`config.mk`:
```
export PLATFORM = sky130hd
export DESIGN_NAME = lcd_value_formatter
export DESIGN_NICKNAME = d
export VERILOG_FILES = /design/src/rtl/lcd_value_formatter.sv
export SDC_FILE = /design/constraint.sdc
export NUM_CORES = 1
export LEC_CHECK = 0
export CAP_MARGIN = 20
export CORE_ASPECT_RATIO = 1.25
export CORE_UTILIZATION = 30
export CTS_CLUSTER_DIAMETER = 80
export DETAILED_ROUTE_END_ITERATION = 7
export MAX_ROUTING_LAYER = met4
export PLACE_DENSITY = 0.58
export SYNTH_ARGS = -nofsm -noshare
export SYNTH_HDL_FRONTEND = slang
export SYNTH_SLANG_ARGS = --single-unit
```
`constraint.sdc`:
```
create_clock -name clk -period 3 [get_ports clk]
set_input_delay 0.6 -clock clk [delete_from_list [all_inputs] [get_ports clk]]
set_output_delay 0.6 -clock clk [all_outputs]
set_load 0.05 [all_outputs]
```
`src/rtl/lcd_value_formatter.sv`:
```
// Formats three binary readings (SpO2, heart rate, power) into a 21-character ASCII frame
// sent over a valid/ready character stream. Define LCD_FMT_ZERO_BLANK_EN to blank leading zeros.
module lcd_value_formatter #(
  parameter logic [7:0] SEP_CHAR = 8'h20,
  parameter logic [7:0] EOL_CHAR = 8'h0D
) (
  input  logic        clk,
  input  logic        resetn,
  input  logic [11:0] LCD_SPO2,
  input  logic [11:0] LCD_HEART,
  input  logic [19:0] LCD_WATT,
  input  logic        LCD_STB,
  output logic [7:0]  CHAR_DATA,
  output logic        CHAR_VALID,
  input  logic        CHAR_READY,
  output logic        CHAR_LAST,
  output logic        BUSY,
  output logic [7:0]  DROP_CNT
);

  typedef enum logic [1:0] {IDLE, CONV, SEND} state_t;

  localparam int NFLD     = 3;
  localparam int CONV_LEN = 20;
  localparam int LAST_IDX = 20;

  state_t                      state_q;
  logic                        stb_q;
  logic [NFLD-1:0][19:0]       bin_q;
  logic [NFLD-1:0][27:0]       bcd_q;
  logic [NFLD-1:0][27:0]       bcd_d;
  logic [4:0]                  cnt_q;
  logic [4:0]                  idx_q;
  logic [4:0]                  idx_d;
  logic [11:0]                 sh_spo_q;
  logic [11:0]                 sh_hr_q;
  logic [19:0]                 sh_w_q;
  logic                        pend_q;
  logic [7:0]                  drop_q;
  logic [7:0]                  data_q;
  logic                        valid_q;
  logic                        last_q;
  logic                        busy_q;
  logic                        rise;
  logic [LAST_IDX:0][7:0]      frame;

  // One double-dabble step: add 3 to every nibble >= 5, then shift in the next binary bit.
  function automatic logic [27:0] dd_step(input logic [27:0] b, input logic in);
    logic [27:0] a;
    for (int i = 0; i < 7; i++) begin
      a[i*4 +: 4] = (b[i*4 +: 4] >= 4'd5) ? b[i*4 +: 4] + 4'd3 : b[i*4 +: 4];
    end
    return (a << 1) | {27'h0, in};
  endfunction

  function automatic logic [7:0] digit_char(input logic [27:0] bcd, input int pos);
    logic [7:0] c;
    c = 8'h30 + {4'h0, bcd[pos*4 +: 4]};
`ifdef LCD_FMT_ZERO_BLANK_EN
    // A digit is leading-zero when it and everything above it is zero; the units digit never blanks.
    if (pos != 0 && (bcd >> (pos*4)) == 28'h0) c = 8'h20;
`endif
    return c;
  endfunction

  assign rise  = LCD_STB & ~stb_q;
  assign idx_d = idx_q + 5'd1;

  always_comb begin
    for (int k = 0; k < NFLD; k++) begin
      bcd_d[k] = dd_step(bcd_q[k], bin_q[k][19]);
    end
  end

  always_comb begin
    frame = '0;
    frame[0] = 8'h53;
    for (int j = 0; j < 4; j++) frame[1 + j] = digit_char(bcd_q[0], 3 - j);
    frame[5] = SEP_CHAR;
    frame[6] = 8'h48;
    for (int j = 0; j < 4; j++) frame[7 + j] = digit_char(bcd_q[1], 3 - j);
    frame[11] = SEP_CHAR;
    frame[12] = 8'h57;
    for (int j = 0; j < 7; j++) frame[13 + j] = digit_char(bcd_q[2], 6 - j);
    frame[LAST_IDX] = EOL_CHAR;
  end

  always_ff @(posedge clk or negedge resetn) begin
    if (!resetn) begin
      state_q  <= IDLE;
      stb_q    <= 1'b1;
      bin_q    <= '0;
      bcd_q    <= '0;
      cnt_q    <= '0;
      idx_q    <= '0;
      sh_spo_q <= '0;
      sh_hr_q  <= '0;
      sh_w_q   <= '0;
      pend_q   <= 1'b0;
      drop_q   <= '0;
      data_q   <= '0;
      valid_q  <= 1'b0;
      last_q   <= 1'b0;
      busy_q   <= 1'b0;
    end else begin
      stb_q <= LCD_STB;
      if (rise && state_q != IDLE) begin
        sh_spo_q <= LCD_SPO2;
        sh_hr_q  <= LCD_HEART;
        sh_w_q   <= LCD_WATT;
        pend_q   <= 1'b1;
        if (pend_q && drop_q != 8'hFF) drop_q <= drop_q + 8'd1;
      end
      case (state_q)
        IDLE: begin
          if (rise) begin
            bin_q   <= {{8'h0, LCD_SPO2}, {8'h0, LCD_HEART}, LCD_WATT};
            bin_q[0] <= {8'h0, LCD_SPO2};
            bin_q[1] <= {8'h0, LCD_HEART};
            bin_q[2] <= LCD_WATT;
            bcd_q   <= '0;
            cnt_q   <= '0;
            state_q <= CONV;
            busy_q  <= 1'b1;
          end
        end
        CONV: begin
          for (int k = 0; k < NFLD; k++) begin
            bcd_q[k] <= bcd_d[k];
            bin_q[k] <= {bin_q[k][18:0], 1'b0};
          end
          cnt_q <= cnt_q + 5'd1;
          if (cnt_q == 5'(CONV_LEN - 1)) begin
            state_q <= SEND;
            idx_q   <= '0;
          end
        end
        SEND: begin
          if (!valid_q) begin
            data_q  <= frame[idx_q];
            valid_q <= 1'b1;
            last_q  <= (idx_q == 5'(LAST_IDX));
          end else if (CHAR_READY) begin
            if (last_q) begin
              valid_q <= 1'b0;
              last_q  <= 1'b0;
              // An edge on this same clock counts as pending and wins over the older shadow.
              if (pend_q || rise) begin
                bin_q[0] <= {8'h0, (rise ? LCD_SPO2  : sh_spo_q)};
                bin_q[1] <= {8'h0, (rise ? LCD_HEART : sh_hr_q)};
                bin_q[2] <= rise ? LCD_WATT : sh_w_q;
                bcd_q    <= '0;
                cnt_q    <= '0;
                pend_q   <= 1'b0;
                state_q  <= CONV;
              end else begin
                state_q <= IDLE;
                busy_q  <= 1'b0;
              end
            end else begin
              idx_q  <= idx_d;
              data_q <= frame[idx_d];
              last_q <= (idx_d == 5'(LAST_IDX));
            end
          end
        end
        default: begin
          state_q <= IDLE;
          busy_q  <= 1'b0;
        end
      endcase
    end
  end

  assign CHAR_DATA  = data_q;
  assign CHAR_VALID = valid_q;
  assign CHAR_LAST  = last_q;
  assign BUSY       = busy_q;
  assign DROP_CNT   = drop_q;

endmodule
```
==> results.json, run 1 <==
{
  "status": "completed",
  "met3_usage": 0.0278,
  "ys_seq_area_frac": 0.428,
  "min_period_over_period": 0.863,
  "cts_root_buffer": "clkbuf_16",
  "cp_top_family": "buffers and inverters",
  "postCtsHoldBufs": 0,
  "fill_cells": 3754,
  "drc": 0,
  "viasPerCell": 5.15,
  "slowest_stage": "clkdlybuf4s50_1",
  "synth_cells": 1221,
  "core_region_area_um2": 37500,
  "port_buffers": 65,
  "r2r_cells": 8,
  "slew_headroom": 0.547,
  "cts_buffer_depth": 2,
  "cts_setup_buffers": 0,
  "finalSetupViolations": 0,
  "cts.clk_slew.worst_paths_ps": 80,
  "final_nets": 1348,
  "path_buf_inv": 1,
  "max_stage_delay_ps": 910,
  "synth_area_um2": 11500,
  "vias": 9028,
  "synthesis.nets": 1314,
  "cp.required_ps": 2400,
  "total_power_uw": 11000,
  "routed_wl_mm": 27.7,
  "maxCapViolCount": 0,
  "grt_pass1_vias": 8967,
  "diodes": 0,
  "cts_resized": 0,
  "drive_above_1_share": 0.114,
  "grt_pass1_wl_mm": 47.0,
  "ys_ff_latch": 196,
  "cts_tree": "done",
  "tns_ps": 0,
  "cts.sinks": 196,
  "first_iter_violations": 550,
  "path_cells": "clkdlybuf4s50_1",
  "initial_core_util": 0.306,
  "leakagePower_uw": 0.00541,
  "r2r_setup_slack_ps": 460,
  "hpwl_mm": 19.0,
  "area_delta_synth_final_pct": 15.8,
  "synth_warnings": 0,
  "busiest_layer": "met2",
  "hp-class": "in2async",
  "grt_setup_unrepaired": "false",
  "critical_path_arrival_ps": 1990,
  "numCtsBuffers": 17,
  "antenna_left": 0,
  "worstSetupPathType": "reg2out",
  "track_usage": 0.154,
  "drt-wirelength-per-cell_um": 15.8,
  "pwr_density_cell_nw_per_um2": 827,
  "period_needed_ps": 2590,
  "synth_cell_types": 65,
  "h-tree-depth": 4,
  "antenna_found_initial": 0,
  "die_height_um": 221,
  "grtUsageMet1": 0.191,
  "start_kind": "flip-flop",
  "grt_overflow": 0,
  "worst_pin_slew_ps": 675,
  "die_x_um": 177,
  "cp-end-kind": "output port",
  "pin_count": 67,
  "slew_viol_final": 0,
  "rows": 79,
  "r2r_end": "CHAR_DATA[2]",
  "hold_viol": 0,
  "synth_async_sr_flop_share": 1.00,
  "clock_latency_ps": 450,
  "max_freq_mhz": 386,
  "synth_top_flop_cell": "dfrtp_1",
  "grt_max_degree": 73,
  "synth_edf_count": 0,
  "worstReg2RegStart": "idx_q[0]",
  "fin_worst_skew_ps": 14.2,
  "dieArea_um2": 39000,
  "ir_worst_vdd_mv": 0.689,
  "first_pass_iters": 5,
  "synth_area_per_cell_um2": 9.39,
  "critPathMaxFanout": 13,
  "met2_usage": 0.255,
  "final_util": 0.354,
  "gp_congestion": 0.860
}
-- cells by family after synthesis --
kind of cell,synth area share
DFF,0.428
and+or+nand+nor,0.138
AOI/OAI and AO/OA,0.210
adders and majority gates,0.0491
muxes,0.101
xor gates and xnor gates,0.0222
buffers and inverters,0.0520
other,0.000327
-- area by class of cell --
class / instances / area [um2] / share of cell area
inverters: 45 / 169 / 0.0127
clock inverters: 13 / 166 / 0.0125
well taps: 486 / 608 / 0.0458
repair buffers: 99 / 1010 / 0.0760
multi-input cells: 896 / 5990 / 0.451
clock buffers: 18 / 429 / 0.0323
flip-flops and latches: 196 / 4910 / 0.370
-- sequential cells by signal (all words and copies together) (netlist names), 2 cells and up --
register	cells
CHAR_DATA	7
DROP_CNT	8
bcd_q	60
bin_q	60
cnt_q	5
idx_q	5
sh_hr_q	12
sh_spo_q	12
sh_w_q	20
state_q	2
-- through the flow --
step	hold WS [ps]	std cells	instance area, um2	worst slack [ps]
2_1_floorplan	304	1221	11500	451
3_3_place_gp	467	1722	12700	291
3_5_place_dp	476	1722	12700	226
4_1_cts	123	1753	13300	390
5_1_grt	127	1753	13300	284
6_report	103	1753	13300	412
-- how the worst max path moves through the flow --
| stage | startpoint | endpoint | cells after the start |
|---|---|---|---|
| 5_1_grt | idx_q[0] | CHAR_DATA[2] | 8 |
| 3_5_place_dp | LCD_STB | bcd_q[3] | 7 |
| 4_1_cts | CHAR_VALID | CHAR_VALID | 1 |
| 6_report | CHAR_VALID | CHAR_VALID | 1 |
| 2_1_floorplan | idx_q[0] | CHAR_DATA[1] | 11 |
| 3_3_place_gp | LCD_STB | bcd_q[11] | 7 |
-- report_power, final --
| group | total, uW | switching (uW) | internal [uW] |
|---|---|---|---|
| Sequential | 3750 | 413 | 3330 |
| Clock | 2370 | 1120 | 1260 |
| Combinational | 4860 | 3020 | 1840 |
| Total | 11000 | 4550 | 6430 |
-- cell usage after synthesis (3+ instances only) --
cell type	count	area (um2)
o221ai_1	6	52.6
nand2_1	241	905
dfrtp_1	195	4880
a22o_1	59	517
xnor2_1	22	193
nor3_1	3	15.0
o211ai_1	7	52.6
mux2_1	4	45.0
nor2_1	21	78.8
inv_2	3	11.3
o21ai_1	124	621
mux2_2	51	574
a22oi_1	46	345
ha_1	45	563
a221oi_1	5	43.8
inv_1	42	158
nor2b_1	8	50.1
nand3b_1	4	30.0
nand4_1	6	37.5
and2_1	3	18.8
mux2i_1	33	330
a31oi_1	5	31.3
nand3_1	16	80.1
mux4_2	9	203
o22ai_1	13	81.3
buf_2	17	85.1
buf_4	20	150
o21ai_0	38	190
a21oi_1	33	165
clkbuf_1	44	165
nand2b_1	43	269
a211o_1	4	35.0
o31ai_1	7	52.6
-- cell usage in the layout (no fill, tap or decap), drive strengths merged, types with 4 or more instances in the layout --
cell | Yosys | routed
a22o | 59 | 59
dfrtp | 195 | 195
ha | 45 | 45
o22ai | 13 | 13
a31oi | 5 | 5
o221ai | 6 | 6
mux2i | 33 | 33
a22oi | 47 | 47
nand4 | 6 | 6
a211o | 4 | 4
nor2b | 8 | 8
nor2 | 21 | 21
a21oi | 33 | 33
nand3 | 17 | 17
o31ai | 7 | 7
clkbuf | 44 | 19
o211ai | 7 | 7
clkdlybuf4s50 | 0 | 64
nand2b | 43 | 43
nor3 | 5 | 5
mux2 | 55 | 55
nand2 | 241 | 241
nand3b | 4 | 4
mux4 | 9 | 9
xnor2 | 24 | 24
buf | 40 | 34
a221oi | 5 | 5
inv | 45 | 51
o21ai | 162 | 162
-- routing by layer --
layer / vias up / wire length (um)
met2: 178 / 13700
li1: 4395 / -
met3: 26 / 1040
met1: 4429 / 12600
met5: - / 0
met4: 0 / 340
Power figures use the tool's default switching activity.
==> run 2: changes to the inputs <==
Clock period 3 ns to 2.6 ns, I/O delays scaled along.
==> run 2 against run 1 <==
Combinational power is 17% higher. Worst hold slack lost 42 ps. Sequential power is 15% higher. Die area unchanged. Utilization up 0.27 points. Via count shrank 0.18%. Global-route usage fell by 0.21 points. First-iteration DRC count grew 16%. Setup slack lost 250 ps. Clock power is 11% higher. Sequential cell count unchanged. Critical endpoint is now CHAR_DATA[1].
==> results.json, run 2 (synthesized netlist as in run 1, its figures left out) <==
{
  "slew_headroom": 0.584,
  "hpwl_mm": 18.7,
  "first_iter_violations": 637,
  "cts_setup_buffers": 0,
  "startpoint": "idx_q[1]",
  "h-tree-depth": 4,
  "first_pass_iters": 5,
  "path_buf_inv": 2,
  "pin_count": 67,
  "r2r_cells": 8,
  "cp.depth": 8,
  "r2r_end": "CHAR_DATA[1]",
  "hp-class": "in2async",
  "start_kind": "flip-flop",
  "ir_worst_vdd_mv": 0.708,
  "cts.clk_slew.worst_paths_ps": 80,
  "final_nets": 1357,
  "die_height_um": 221,
  "area_delta_synth_final_pct": 16.7,
  "core_region_area_um2": 37500,
  "viasPerCell": 5.11,
  "antenna_found_initial": 0,
  "drive_above_1_share": 0.121,
  "grt_pass1_vias": 8882,
  "diodes": 0,
  "dieArea_um2": 39000,
  "grt_setup_unrepaired": "false",
  "hold_viol": 0,
  "tns_ps": 0,
  "status": "completed",
  "fin_worst_skew_ps": 16.5,
  "cts_tree": "done",
  "cts_resized": 0,
  "port_buffers": 65,
  "total_power_uw": 12600,
  "drc": 0,
  "vias": 9012,
  "worst_pin_slew_ps": 620,
  "rows": 79,
  "die_x_um": 177,
  "gp_congestion": 0.859,
  "antenna_left": 0,
  "largest_registers": "bcd_q x60, bin_q x60, sh_w_q x20",
  "slew_viol_final": 0,
  "finalSetupViolations": 0,
  "max_freq_mhz": 410,
  "slowest_stage": "dfrtp_1",
  "grt_max_degree": 94,
  "min_period_over_period": 0.938,
  "cts_root_buffer": "clkbuf_16",
  "final_common_cell": "nand2_1",
  "cts.sinks": 196,
  "maxCapViolCount": 0,
  "period_needed_ps": 2440,
  "r2r_setup_slack_ps": 160,
  "mostFrequentLayoutCells": "nand2_1, dfrtp_1, o21ai_1, clkdlybuf4s50_1, a22o_1",
  "critPathMaxFanout": 27,
  "cp.required_ps": 2930,
  "max_stage_delay_ps": 390,
  "grt_pass1_wl_mm": 46.0,
  "critical_path_arrival_ps": 2760,
  "drt-wirelength-per-cell_um": 15.6,
  "crit_end": "CHAR_DATA[1]",
  "grt_overflow": 0,
  "path_cells": "inv_1 -> ha_1 -> buf_12 -> mux2_2 -> o21ai_0 -> mux4_2 -> nor3_2 -> a211o_1",
  "cp-end-kind": "flip-flop",
  "clock_latency_ps": 440,
  "cts_buffer_depth": 2,
  "numCtsBuffers": 17,
  "worstReg2RegStart": "idx_q[1]",
  "cp_top_family": "multiplexers",
  "leakagePower_uw": 0.00546,
  "initial_core_util": 0.306,
  "track_usage": 0.151,
  "postCtsHoldBufs": 0,
  "worstSetupPathType": "reg2reg",
  "routed_wl_mm": 27.4,
  "pwr_density_cell_nw_per_um2": 945
}
## run 2: changes by cell type in the layout (fill, tap and decap cells not counted)
| cell | change |
|---|---|
| buf_4 | +5 |
| bufinv_16 | -2 |
| buf_12 | +4 |
| clkinv_8 | +2 |
| clkbuf_8 | +1 |
| clkinv_4 | -1 |
| clkbuf_1 | -1 |
| clkinv_2 | +2 |
## run 2: cell type report
type / count / area, um2
timing repair buffer: 108 / 1130
clock inverter: 14 / 140
clock buffer: 18 / 439
sequential: 196 / 4910
tap: 486 / 608
fill: 3731 / 24100
multi-input combinational: 896 / 5990
inverter: 45 / 169
## run 2: how the worst min path moves through the flow
stage / start / to / slack [ps]
2_1_floorplan: resetn / BUSY / 220
3_5_place_dp: bin_q[16] / bin_q[16] / 480
4_1_cts: resetn / bcd_q[8] / 80
6_report: resetn / bcd_q[8] / 60
5_1_grt: resetn / bcd_q[8] / 90
3_3_place_gp: bin_q[15] / bin_q[15] / 470
## run 2: routing by layer
metal / vias up / routed length [um] / global-route usage
met5: - / 0 / -
li1: 4413 / - / -
met3: 34 / 1120 / 0.0313
met1: 4399 / 12500 / 0.186
met4: 0 / 467 / 0.0399
met2: 166 / 13300 / 0.252
## run 2: stage by stage
step / setup slack (ps) / area, um2 / util / std cells / hold WS [ps]
floorplan: 50.7 / 11500 / - / 1221 / 224
global placement: 136 / 12800 / 0.342 / 1731 / 467
detailed placement: 69.3 / 12800 / 0.342 / 1731 / 476
CTS: 170 / 13400 / 0.357 / 1763 / 76.1
global route: 14.9 / 13400 / 0.357 / 1763 / 86.7
finish: 162 / 13400 / 0.357 / 1763 / 61.2
## run 2: report_power, final
part / internal [uW] / switching, uW / leakage [uW] / total, uW
Sequential: 3840 / 473 / 0.00255 / 4320
Combinational: 2170 / 3530 / 0.00262 / 5700
Clock: 1300 / 1330 / 0.000280 / 2620
Total: 7320 / 5330 / 0.00546 / 12600
==> run 3: changes to the inputs <==
Settings changed: CTS_BUF_LIST set to sky130_fd_sc_hd__clkbuf_4 sky130_fd_sc_hd__clkbuf_8.
==> run 3 against run 2 <==
Die area stayed put. Routed wire length is 0.35% lower. Design area is 1.4% lower. Fmax is 0.23% higher. Clock-buffer cell count stayed put. Critical path depth stayed put. Critical path type unchanged. Largest power group unchanged. Highest routed layer unchanged.
==> results.json, run 3 (synthesized netlist as in run 1, its figures left out) <==
{
  "grt_pass1_vias": 8884,
  "critical_path_arrival_ps": 2800,
  "fin_worst_skew_ps": 22.1,
  "track_usage": 0.151,
  "slew_headroom": 0.581,
  "max_freq_mhz": 411,
  "numCtsBuffers": 17,
  "cts.clk_slew.worst_paths_ps": 110,
  "grt_overflow": 0,
  "rows": 79,
  "total_power_uw": 12000,
  "final_util": 0.352,
  "drt-wirelength-per-cell_um": 15.5,
  "worstSetupPathType": "reg2reg",
  "leakagePower_uw": 0.00537,
  "maxCapViolCount": 0,
  "largest_registers": "bcd_q x60, bin_q x60, sh_w_q x20",
  "first_pass_iters": 5,
  "final_nets": 1357,
  "setup_ws_ps": 168,
  "final_common_cell": "nand2_1",
  "diodes": 0,
  "h-tree-depth": 4,
  "cts_buffer_depth": 2,
  "hpwl_mm": 18.7,
  "grt_setup_unrepaired": "false",
  "gp_congestion": 0.859,
  "drc": 0,
  "design_area_um2": 13200,
  "pre_cts_ws_ps": 69.3,
  "antenna_found_initial": 0,
  "pin_count": 67,
  "dieArea_um2": 39000,
  "cp-end-kind": "flip-flop",
  "core_region_area_um2": 37500,
  "die_x_um": 177,
  "pwr_density_cell_nw_per_um2": 908,
  "first_iter_violations": 571,
  "cts_tree": "done",
  "cts.sinks": 196,
  "cp.required_ps": 2970,
  "hp-class": "in2async",
  "postCtsHoldBufs": 0,
  "antenna_left": 0,
  "worst_pin_slew_ps": 623,
  "viasPerCell": 5.11,
  "tns_ps": 0,
  "cts_setup_buffers": 0,
  "period_needed_ps": 2430,
  "port_buffers": 65,
  "slew_viol_final": 0,
  "start_kind": "flip-flop",
  "die_height_um": 221,
  "postPlaceCellArea_um2": 12800,
  "drive_above_1_share": 0.121,
  "grt_pass1_wl_mm": 45.8,
  "hold_viol": 0,
  "grt_max_degree": 94,
  "routed_wl_mm": 27.3,
  "cts_root_buffer": "clkbuf_8",
  "ir_worst_vdd_mv": 0.703,
  "vias": 9006,
  "area_delta_synth_final_pct": 15.1,
  "initial_core_util": 0.306,
  "clock_latency_ps": 480,
  "finalSetupViolations": 0,
  "mostFrequentLayoutCells": "nand2_1, dfrtp_1, o21ai_1, clkdlybuf4s50_1, a22o_1",
  "status": "completed",
  "cts_resized": 0,
  "critPathMaxFanout": 27,
  "worstReg2RegStart": "idx_q[1]",
  "min_period_over_period": 0.935,
  "startpoint": "idx_q[1]"
}
-- run 3: cell counts in the layout (fill, tap and decap cells not counted) --
No cell type changed its count.
-- run 3: path summary, 6_finish.rpt --
check                               end  slack, ps  depth (start not counted)
setup / recovery           CHAR_DATA[1]        170                          8
hold / removal                 bcd_q[8]         10                          1
setup reg to reg           CHAR_DATA[1]        170                          8
hold reg to reg               bin_q[37]        490                          2
max in group asynchronous      bin_q[5]       1880                          2
min in group clk              bin_q[37]        490                          2
-- run 3: worst max-delay path, cell delays in order, from the launching register on --
cell and delay, ps:
dfrtp_1 400, inv_1 150, ha_1 380, buf_12 200
mux2_2 340, o21ai_0 230, mux4_2 310, nor3_2 40
a211o_1 270
-- run 3: layout make-up --
cell class,count,area (um2)
Clock buffer,18,248
Fill cell,3738,24300
Clock inverter,14,140
Timing Repair Buffer,108,1130
Inverter,45,169
Multi-Input combinational cell,896,5990
Tap cell,486,608
Sequential cell,196,4910
-- run 3: routing by layer --
metal	track usage	vias up	wire, um
met5	-	-	0
met4	0.0408	0	431
met3	0.0313	33	1180
met2	0.251	163	13200
met1	0.186	4402	12500
li1	-	4408	-
-- run 3: power breakdown --
part,leakage (uW),internal [uW],switching (uW),total (uW)
Sequential,0.00255,3840,471,4310
Clock,0.000193,734,1240,1970
Combinational,0.00262,2170,3520,5690
-- run 3: per-stage QoR --
step | instances | hold WS (ps)
detailed placement | 1731 | 476
finish | 1763 | 12.8
CTS | 1763 | 12.1
global route | 1763 | 12.2
floorplan | 1221 | 224
global placement | 1731 | 467
